File: config.mk
export PLATFORM = sky130hd
export DESIGN_NAME = sha256_compress
export DESIGN_NICKNAME = d
export VERILOG_FILES = /design/src/rtl/sha256_compress.sv
export SDC_FILE = /design/constraint.sdc
export NUM_CORES = 2
export LEC_CHECK = 0
export BUFFER_PORTS_ARGS = -buffer_cell sky130_fd_sc_hd__buf_2
export CAP_MARGIN = 20
export CORE_ASPECT_RATIO = 1.5
export CORE_UTILIZATION = 35
export DETAILED_ROUTE_END_ITERATION = 12
export MAX_ROUTING_LAYER = met4
export PLACE_DENSITY_LB_ADDON = 0.05
export SYNTH_ARGS = -nofsm -noshare
export SYNTH_HDL_FRONTEND = slang
export SYNTH_SLANG_ARGS = --single-unit
File: constraint.sdc
create_clock -name clk -period 9.08 [get_ports clk]
set_clock_uncertainty 0.15 [all_clocks]
set_input_delay 1.362 -clock clk [delete_from_list [all_inputs] [get_ports clk]]
set_output_delay 1.362 -clock clk [all_outputs]
set_load 0.03 [all_outputs]
File: src/rtl/sha256_compress.sv
// SHA-256 compression engine: sequences the message-schedule stage through one
// 512-bit block, runs the 64 rounds and folds the result into the chaining value.
module sha256_compress (
  input  logic         clk,
  input  logic         rst_b,
  input  logic         start,
  input  logic         first,
  input  logic [31:0]  w0,
  output logic         ld_rgs,
  output logic         upd_rgs,
  output logic         busy,
  output logic         done,
  output logic [255:0] digest
);

  typedef enum logic [1:0] {
    S_IDLE,
    S_LOAD,
    S_ROUND,
    S_FINAL
  } state_t;

  localparam logic [31:0] IV [8] = '{
    32'h6a09e667, 32'hbb67ae85, 32'h3c6ef372, 32'ha54ff53a,
    32'h510e527f, 32'h9b05688c, 32'h1f83d9ab, 32'h5be0cd19
  };

  localparam logic [31:0] K_ROM [64] = '{
    32'h428a2f98, 32'h71374491, 32'hb5c0fbcf, 32'he9b5dba5,
    32'h3956c25b, 32'h59f111f1, 32'h923f82a4, 32'hab1c5ed5,
    32'hd807aa98, 32'h12835b01, 32'h243185be, 32'h550c7dc3,
    32'h72be5d74, 32'h80deb1fe, 32'h9bdc06a7, 32'hc19bf174,
    32'he49b69c1, 32'hefbe4786, 32'h0fc19dc6, 32'h240ca1cc,
    32'h2de92c6f, 32'h4a7484aa, 32'h5cb0a9dc, 32'h76f988da,
    32'h983e5152, 32'ha831c66d, 32'hb00327c8, 32'hbf597fc7,
    32'hc6e00bf3, 32'hd5a79147, 32'h06ca6351, 32'h14292967,
    32'h27b70a85, 32'h2e1b2138, 32'h4d2c6dfc, 32'h53380d13,
    32'h650a7354, 32'h766a0abb, 32'h81c2c92e, 32'h92722c85,
    32'ha2bfe8a1, 32'ha81a664b, 32'hc24b8b70, 32'hc76c51a3,
    32'hd192e819, 32'hd6990624, 32'hf40e3585, 32'h106aa070,
    32'h19a4c116, 32'h1e376c08, 32'h2748774c, 32'h34b0bcb5,
    32'h391c0cb3, 32'h4ed8aa4a, 32'h5b9cca4f, 32'h682e6ff3,
    32'h748f82ee, 32'h78a5636f, 32'h84c87814, 32'h8cc70208,
    32'h90befffa, 32'ha4506ceb, 32'hbef9a3f7, 32'hc67178f2
  };

  // Rotations are fixed wiring, so the big-sigma functions are written as slices.
  function automatic logic [31:0] big_sigma0(input logic [31:0] x);
    return {x[1:0], x[31:2]} ^ {x[12:0], x[31:13]} ^ {x[21:0], x[31:22]};
  endfunction

  function automatic logic [31:0] big_sigma1(input logic [31:0] x);
    return {x[5:0], x[31:6]} ^ {x[10:0], x[31:11]} ^ {x[24:0], x[31:25]};
  endfunction

  state_t      state_q;
  state_t      state_d;
  logic [5:0]  t_q;
  logic        first_q;
  logic [31:0] wv [8];
  logic [31:0] h_reg [8];
  logic [31:0] t1;
  logic [31:0] t2;

  // State register; reset drops straight back to IDLE even mid-block.
  always_ff @(posedge clk or negedge rst_b) begin
    if (!rst_b) state_q <= S_IDLE;
    else        state_q <= state_d;
  end

  // Next-state logic: one load cycle, 64 rounds, one chaining-add cycle.
  always_comb begin
    state_d = state_q;
    case (state_q)
      S_IDLE:  if (start) state_d = S_LOAD;
      S_LOAD:  state_d = S_ROUND;
      S_ROUND: if (t_q == 6'd63) state_d = S_FINAL;
      S_FINAL: state_d = S_IDLE;
      default: state_d = S_IDLE;
    endcase
  end

  // Round function: T1/T2 from the current working variables and schedule word.
  always_comb begin
    t1 = wv[7] + big_sigma1(wv[4]) + ((wv[4] & wv[5]) ^ (~wv[4] & wv[6]))
       + K_ROM[t_q] + w0;
    t2 = big_sigma0(wv[0]) + ((wv[0] & wv[1]) ^ (wv[0] & wv[2]) ^ (wv[1] & wv[2]));
  end

  // Datapath: working variables, chaining value, round counter and done pulse.
  always_ff @(posedge clk or negedge rst_b) begin
    if (!rst_b) begin
      for (int i = 0; i < 8; i++) begin
        wv[i]    <= '0;
        h_reg[i] <= IV[i];
      end
      t_q     <= '0;
      first_q <= 1'b0;
      done    <= 1'b0;
    end else begin
      done <= (state_q == S_FINAL);
      case (state_q)
        S_IDLE: begin
          if (start) first_q <= first;
        end
        S_LOAD: begin
          for (int i = 0; i < 8; i++) begin
            if (first_q) begin
              wv[i]    <= IV[i];
              h_reg[i] <= IV[i];
            end else begin
              wv[i] <= h_reg[i];
            end
          end
          t_q <= '0;
        end
        S_ROUND: begin
          wv[7] <= wv[6];
          wv[6] <= wv[5];
          wv[5] <= wv[4];
          wv[4] <= wv[3] + t1;
          wv[3] <= wv[2];
          wv[2] <= wv[1];
          wv[1] <= wv[0];
          wv[0] <= t1 + t2;
          t_q   <= t_q + 6'd1;
        end
        S_FINAL: begin
          for (int i = 0; i < 8; i++) h_reg[i] <= h_reg[i] + wv[i];
        end
        default: ;
      endcase
    end
  end

  assign ld_rgs  = (state_q != S_LOAD);
  assign upd_rgs = (state_q == S_LOAD) || (state_q == S_ROUND);
  assign busy    = (state_q != S_IDLE);
  assign digest  = {h_reg[0], h_reg[1], h_reg[2], h_reg[3],
                    h_reg[4], h_reg[5], h_reg[6], h_reg[7]};

endmodule

# --- Word level (Yosys, flattened, before mapping) ---
# Memory sizes are Yosys's and may differ from the RTL's.
# Cells that the tools add are included.
classes:
  mux: 16
  n_bitwise: 14
  n_eq_ne: 7
  n_addsub: 16
  magnitude_cmp: 1
  n_reduce_logical: 7
op_table:
  columns: ["op", "n"]
  rows:
  - ["$pmux W256 S2", 2]
  - ["$add A32 B32 Y32", 15]
  - ["$mux W32", 10]
  - ["$xor A32 B32 Y32", 7]
  - ["$and A32 B32 Y32", 5]
  - ["$not A32 Y32", 1]
  - ["$pmux W6 S2", 1]
  - ["$pmux W2 S4", 1]
  - ["$ge A7 B7 Y1 const B", 1]
  - ["$not A6 Y7", 1]
  - ["$add A6 B1 Y6 const B", 1]
  - ["$eq A6 B6 Y1 const B", 1]
  - ["$reduce_bool A2 Y1", 3]
  - ["$eq A2 B2 Y1 const B", 2]
  - ["$mux W2", 2]
  - ["$ne A2 B2 Y1 const B", 2]
  - ["$reduce_and A2 Y1", 2]
  - ["$eq A2 B1 Y1 const B", 1]
  - ["$logic_not A2 Y1", 1]
  - ["$ne A2 B1 Y1 const B", 1]
  - ["$logic_or A1 B1 Y1", 1]
totals:
  output_inout_bits: 260
  mem_count: 1
  romBits: 2048
  elab_cells: 82
  reg_bits: 522
mem_list:
  columns: ["memory", "words", "width", "read_ports", "rd_clocked_by_memory_dff", "write_ports", "line", "rtl"]
  rows:
  - ["(name not given)", 64, 32, 1, 0, 0, "86", "+ K_ROM[t_q] + w0;"]

# --- Depth between registers and ports, before layout ---
depth:
  depth_word: 8
  depth_mapped: 36
  ltp_nobuf: 35

# --- Worst setup path before layout ---
# Ideal clock, no wire load.
synth_path:
  path_type: "register to register"
  start: "register t_q[2]"
  end: "register wv[254] in the netlist's numbering"
  stages_incl_launch_ff: 35
  arrival_time_ps: 7805
  n_path_buf: 2
  setup_ps: 137
  period_less_slack_ps: 8092
  required_ps: 8793
  setup_slack_ps: 988
  path_cell_list: "dfrtp_1 > inv_1 > clkbuf_1 > clkbuf_1 > ha_1 > nor2_1 > nand2_1 > o21ai_0 > mux4_2 > fa_1 > inv_1 > ha_1 > o211a_1 > o31a_1 > o41a_1 > a221oi_4 > a211oi_2 > o21ai_0 > nand2b_1 > a21oi_1 > o21bai_1 > xor2_1 > inv_1 > fa_1 > inv_1 > ha_1 > a21o_1 > a211o_1 > a2111oi_0 > o31ai_1 > a21oi_1 > o21ai_0 > xor2_1 > a21oi_1 > a21oi_1"
synth_between:
  elab_chain_len: 8
synth_rtl:
  columns: ["item", "line", "rtl"]
  rows:
  - ["start: declaration", "58", "logic [5:0] t_q;"]
  - ["start signal: assignment", "126", "t_q <= t_q + 6'd1;"]
  - ["$not A6 Y7 (implied by the code)", "86", null]
  - ["$mem_v2 Z64 W32", null, null]
  - ["$mux W32 (implied by the code) (2 in series)", "86", null]
  - ["$add A32 B32 Y32 (2 in series)", "86", null]
  - ["$add A32 B32 Y32", "125", "wv[0] <= t1 + t2;"]
  - ["$pmux W256 S2", "102", "case (state_q)"]
  - ["end signal: indexed assignment", "109", "wv[i] <= IV[i];"]
  - ["end signal: indexed assignment", "112", "wv[i] <= h_reg[i];"]
  - ["end: declaration", "60", "logic [31:0] wv [8];"]
# Every way passes these cells. The select of a mux whose other input is x is not followed.
# A chain may end at the register's enable or synchronous reset.

# --- Worst setup path in the final report ---
layout_path:
  start: "register t_q[0]"
  end: "register wv[254] in the netlist's numbering"
# The elaborated chain is that of the path after synthesis.

==> results.md <==
- Post-DP HPWL: 175000 um
- Stages on worst setup path: 39
- CP Buf/Inv Count: 8
- Vias in the first global route: 42448
- Hold Vio Cnt, Final: 0
- Final Cycle Share: 0.934
- Outcome: finished clean
- Die ar.: 131000 um2
- Initial detailed-routing violation count: 3190
- Setup crit start kind: register
- Largest net degree at the start of global routing: 187
- Clk_lat worst skew: 700 ps
- CP dominant cell by count: a21oi_1
- Worst r2r src: t_q[0]
- Worst hold margin: 363 ps
- Hold path startpoint: digest[159]
- FF+latch count, synth: 522
- I/O Buffers: 295
- Max FO, Critical Path: 10
- Mux contribution to synthesized area: 0.0127
- Post-synthesis sequential area ratio: 0.292
- Worst-margin pin slew: 1090 ps
- Worst path slowest cell: fa_1
- Post-synth ARST share: 1.00
- Routed WL: 225000 um
- Reg clk slew, reported paths: 80 ps
- # DRC: 0
- Syn nets: 5931
- Inserted Clock Buffers: 66
- Max Fclk: 118 MHz
- Post-Syn Area per Cell: 8.41 um2
- Layout cells sized above 1: 0.158
- Max clock buf depth: 3
- Vias per cell: 5.68
- Cell Area, Synth: 45300 um2
- Root buffer cell: clkbuf_16
- Setup crit start: t_q[0]
- Core box area: 128000 um2
- Total gr overflow: 0
- Crit path kind: register to register
- Clock Sinks: 522
- Fin. max-slew vios: 0
- I/O pin total: 296
- CP arrival: 8880 ps
- Post-DP Area: 50300 um2
- RR Endpoint: wv[254]
- Number of synthesized flops with an enable pin: 0
- Synth Area in Compound Gates: 0.266
- Max_cap viols: 0
- GPL Wtd Cong: 1.02
- Die Y: 443 um
- Global-route wire length before repair: 317000 um
- Die width: 296 um
- Initial core utilization: 0.353
- Nets: 6297
- Fill count: 13225
- TritonCTS clock tree: yes
- Ys Warns: 0
- Primary FF master, synth: dfrtp_1
- Critical Path Sink Type: register
- Distinct cell type count after synthesis: 92
- XOR/XNOR Fraction of Synth Area: 0.0815
- Drt pass-1 iters: 6
- Hold Crit Class: register to register
- DP Worst Slack: 11.9 ps
- Most common cell after layout, fill and taps aside: o21ai_0
- WL/cell: 29.9 um
- RSZ-0062 raised after global routing: false
- Peak per-stage delay on the critical path: 480 ps
- Most frequent cells in the layout: o21ai_0, inv_1, a21oi_1
- Rows: 161
- Post-Syn Instances: 5389
- Critical Path RT: 9470 ps
- Slew HR: 0.270
- Crit path time final: 8480 ps
- Worst Setup EP: wv[254]
- Final Cell Area: 52500 um2
- H-tree depth: 3
- Number of antenna-violating nets in the routed design: 0
- Largest family of logic cells by synthesized area: compound AO/OA/AOI/OAI gates
- Antenna violations before repair: 2
- Reg2reg path depth: 39
- R2R Setup Slk: 600 ps
- Fin util: 0.409
- Area share of fa/ha/maj cells after synthesis: 0.163
- # setup viols final: 0
- Vias: 42683
- Final WS setup: 596 ps
- Area Overhead vs Synth: 15.9%
- Crit path max-delay family: compound AO/OA/AOI/OAI gates
- Simple-gate portion of the synthesized area: 0.118
- Total Routing Usage GR: 0.352
- Buffer count from post-CTS setup fixing: 0
timing repair:
item,CTS,global route
hold buffers,0,0
setup endpoints to repair,0,6
resized for setup,0,4
synthesized netlist by cell type (8+ instances only):
cell	number	share of area
fa_1	133	0.059
o221ai_1	133	0.026
a21oi_1	505	0.056
mux2_2	19	0.0047
nor2_1	375	0.031
o22ai_1	23	0.0032
xor2_1	157	0.030
and4_1	9	0.0017
dfrtp_1	386	0.21
o21bai_1	48	0.0080
o21ai_0	524	0.058
a211oi_1	51	0.0084
a211o_1	18	0.0035
xnor2_1	262	0.051
o21a_1	60	0.0099
nand3b_1	13	0.0022
o211ai_1	30	0.0050
mux2i_1	18	0.0040
a22o_1	8	0.0015
buf_1	41	0.0034
o311ai_0	15	0.0029
o211a_1	8	0.0018
mux4_2	8	0.0040
nand2b_1	51	0.0070
a21o_1	161	0.027
a221oi_1	11	0.0021
a311oi_1	16	0.0031
clkbuf_1	253	0.021
a21boi_0	10	0.0017
nand2_1	399	0.033
nand3_1	88	0.0097
inv_1	509	0.042
a22oi_1	107	0.018
ha_1	373	0.10
and3_1	25	0.0035
a31oi_1	36	0.0050
or2_2	12	0.0017
nor3_1	103	0.011
or3_1	30	0.0041
o2111ai_1	8	0.0015
dfstp_2	136	0.079
and2_1	22	0.0030
nor2b_1	36	0.0050
o31ai_1	38	0.0063
worst min-delay path by stage:
stage / slack [ps] / cells after the start / end
3_5_place_dp: 360 / 2 / digest[159]
4_1_cts: 370 / 2 / digest[159]
5_1_grt: 390 / 2 / digest[159]
2_1_floorplan: 370 / 2 / wv[128]
6_report: 360 / 2 / digest[159]
3_3_place_gp: 350 / 2 / digest[159]
registers in the layout (all words and copies together) (netlist names):
register / count
digest: 256
wv: 256
t_q: 6
state_q: 2
done: 1
first_q: 1
worst reg2reg max path, delay by kind of cell, from the launching register on:
family / cells / cell delay, ps
adder cells (fa/ha/maj): 6 / 1980
AND/OR/NAND/NOR: 5 / 690
XOR/XNOR: 2 / 390
AO/OA/AOI/OAI: 18 / 3530
buffers and inverters: 8 / 1230
flip-flops: 1 / 390
area by class of cell:
cell class | count | area (um2) | share of cell area
well taps | 1711 | 2140 | 0.0408
flip-flops and latches | 522 | 13200 | 0.252
repair buffers | 592 | 3800 | 0.0724
clock inverters | 22 | 272 | 0.00517
multi-input cells | 4060 | 29100 | 0.555
clock buffers | 99 | 1970 | 0.0375
inverters | 513 | 1940 | 0.0369
diodes | 2 | 5.00 | 0.0000953
per-layer routing:
metal  up-vias  wire [um]  global-route usage
li1      19843          -                   -
met1     20967      83400               0.374
met2      1340     109000               0.581
met3       533       9560              0.0410
met4         0      23200               0.295
met5         -          0                   -
through the flow:
step                TNS (ps)  instances
floorplan                  0       5389
global placement       -13.7       7398
detailed placement         0       7398
CTS                        0       7519
global route               0       7521
finish                     0       7521
cells by family (layout without fill, tap and decap cells):
kind of cell,after synthesis,in the layout
AND/OR/NAND/NOR,1190,1190
adder cells (fa/ha/maj),512,512
multiplexers,45,45
other,0,2
AO/OA/AOI/OAI,1893,1893
flip-flops,522,522
XOR/XNOR,420,420
buffers and inverters,807,1226
Power is not shown: default switching activity piles up to over one toggle a cycle in this logic, so the estimate is an artifact.
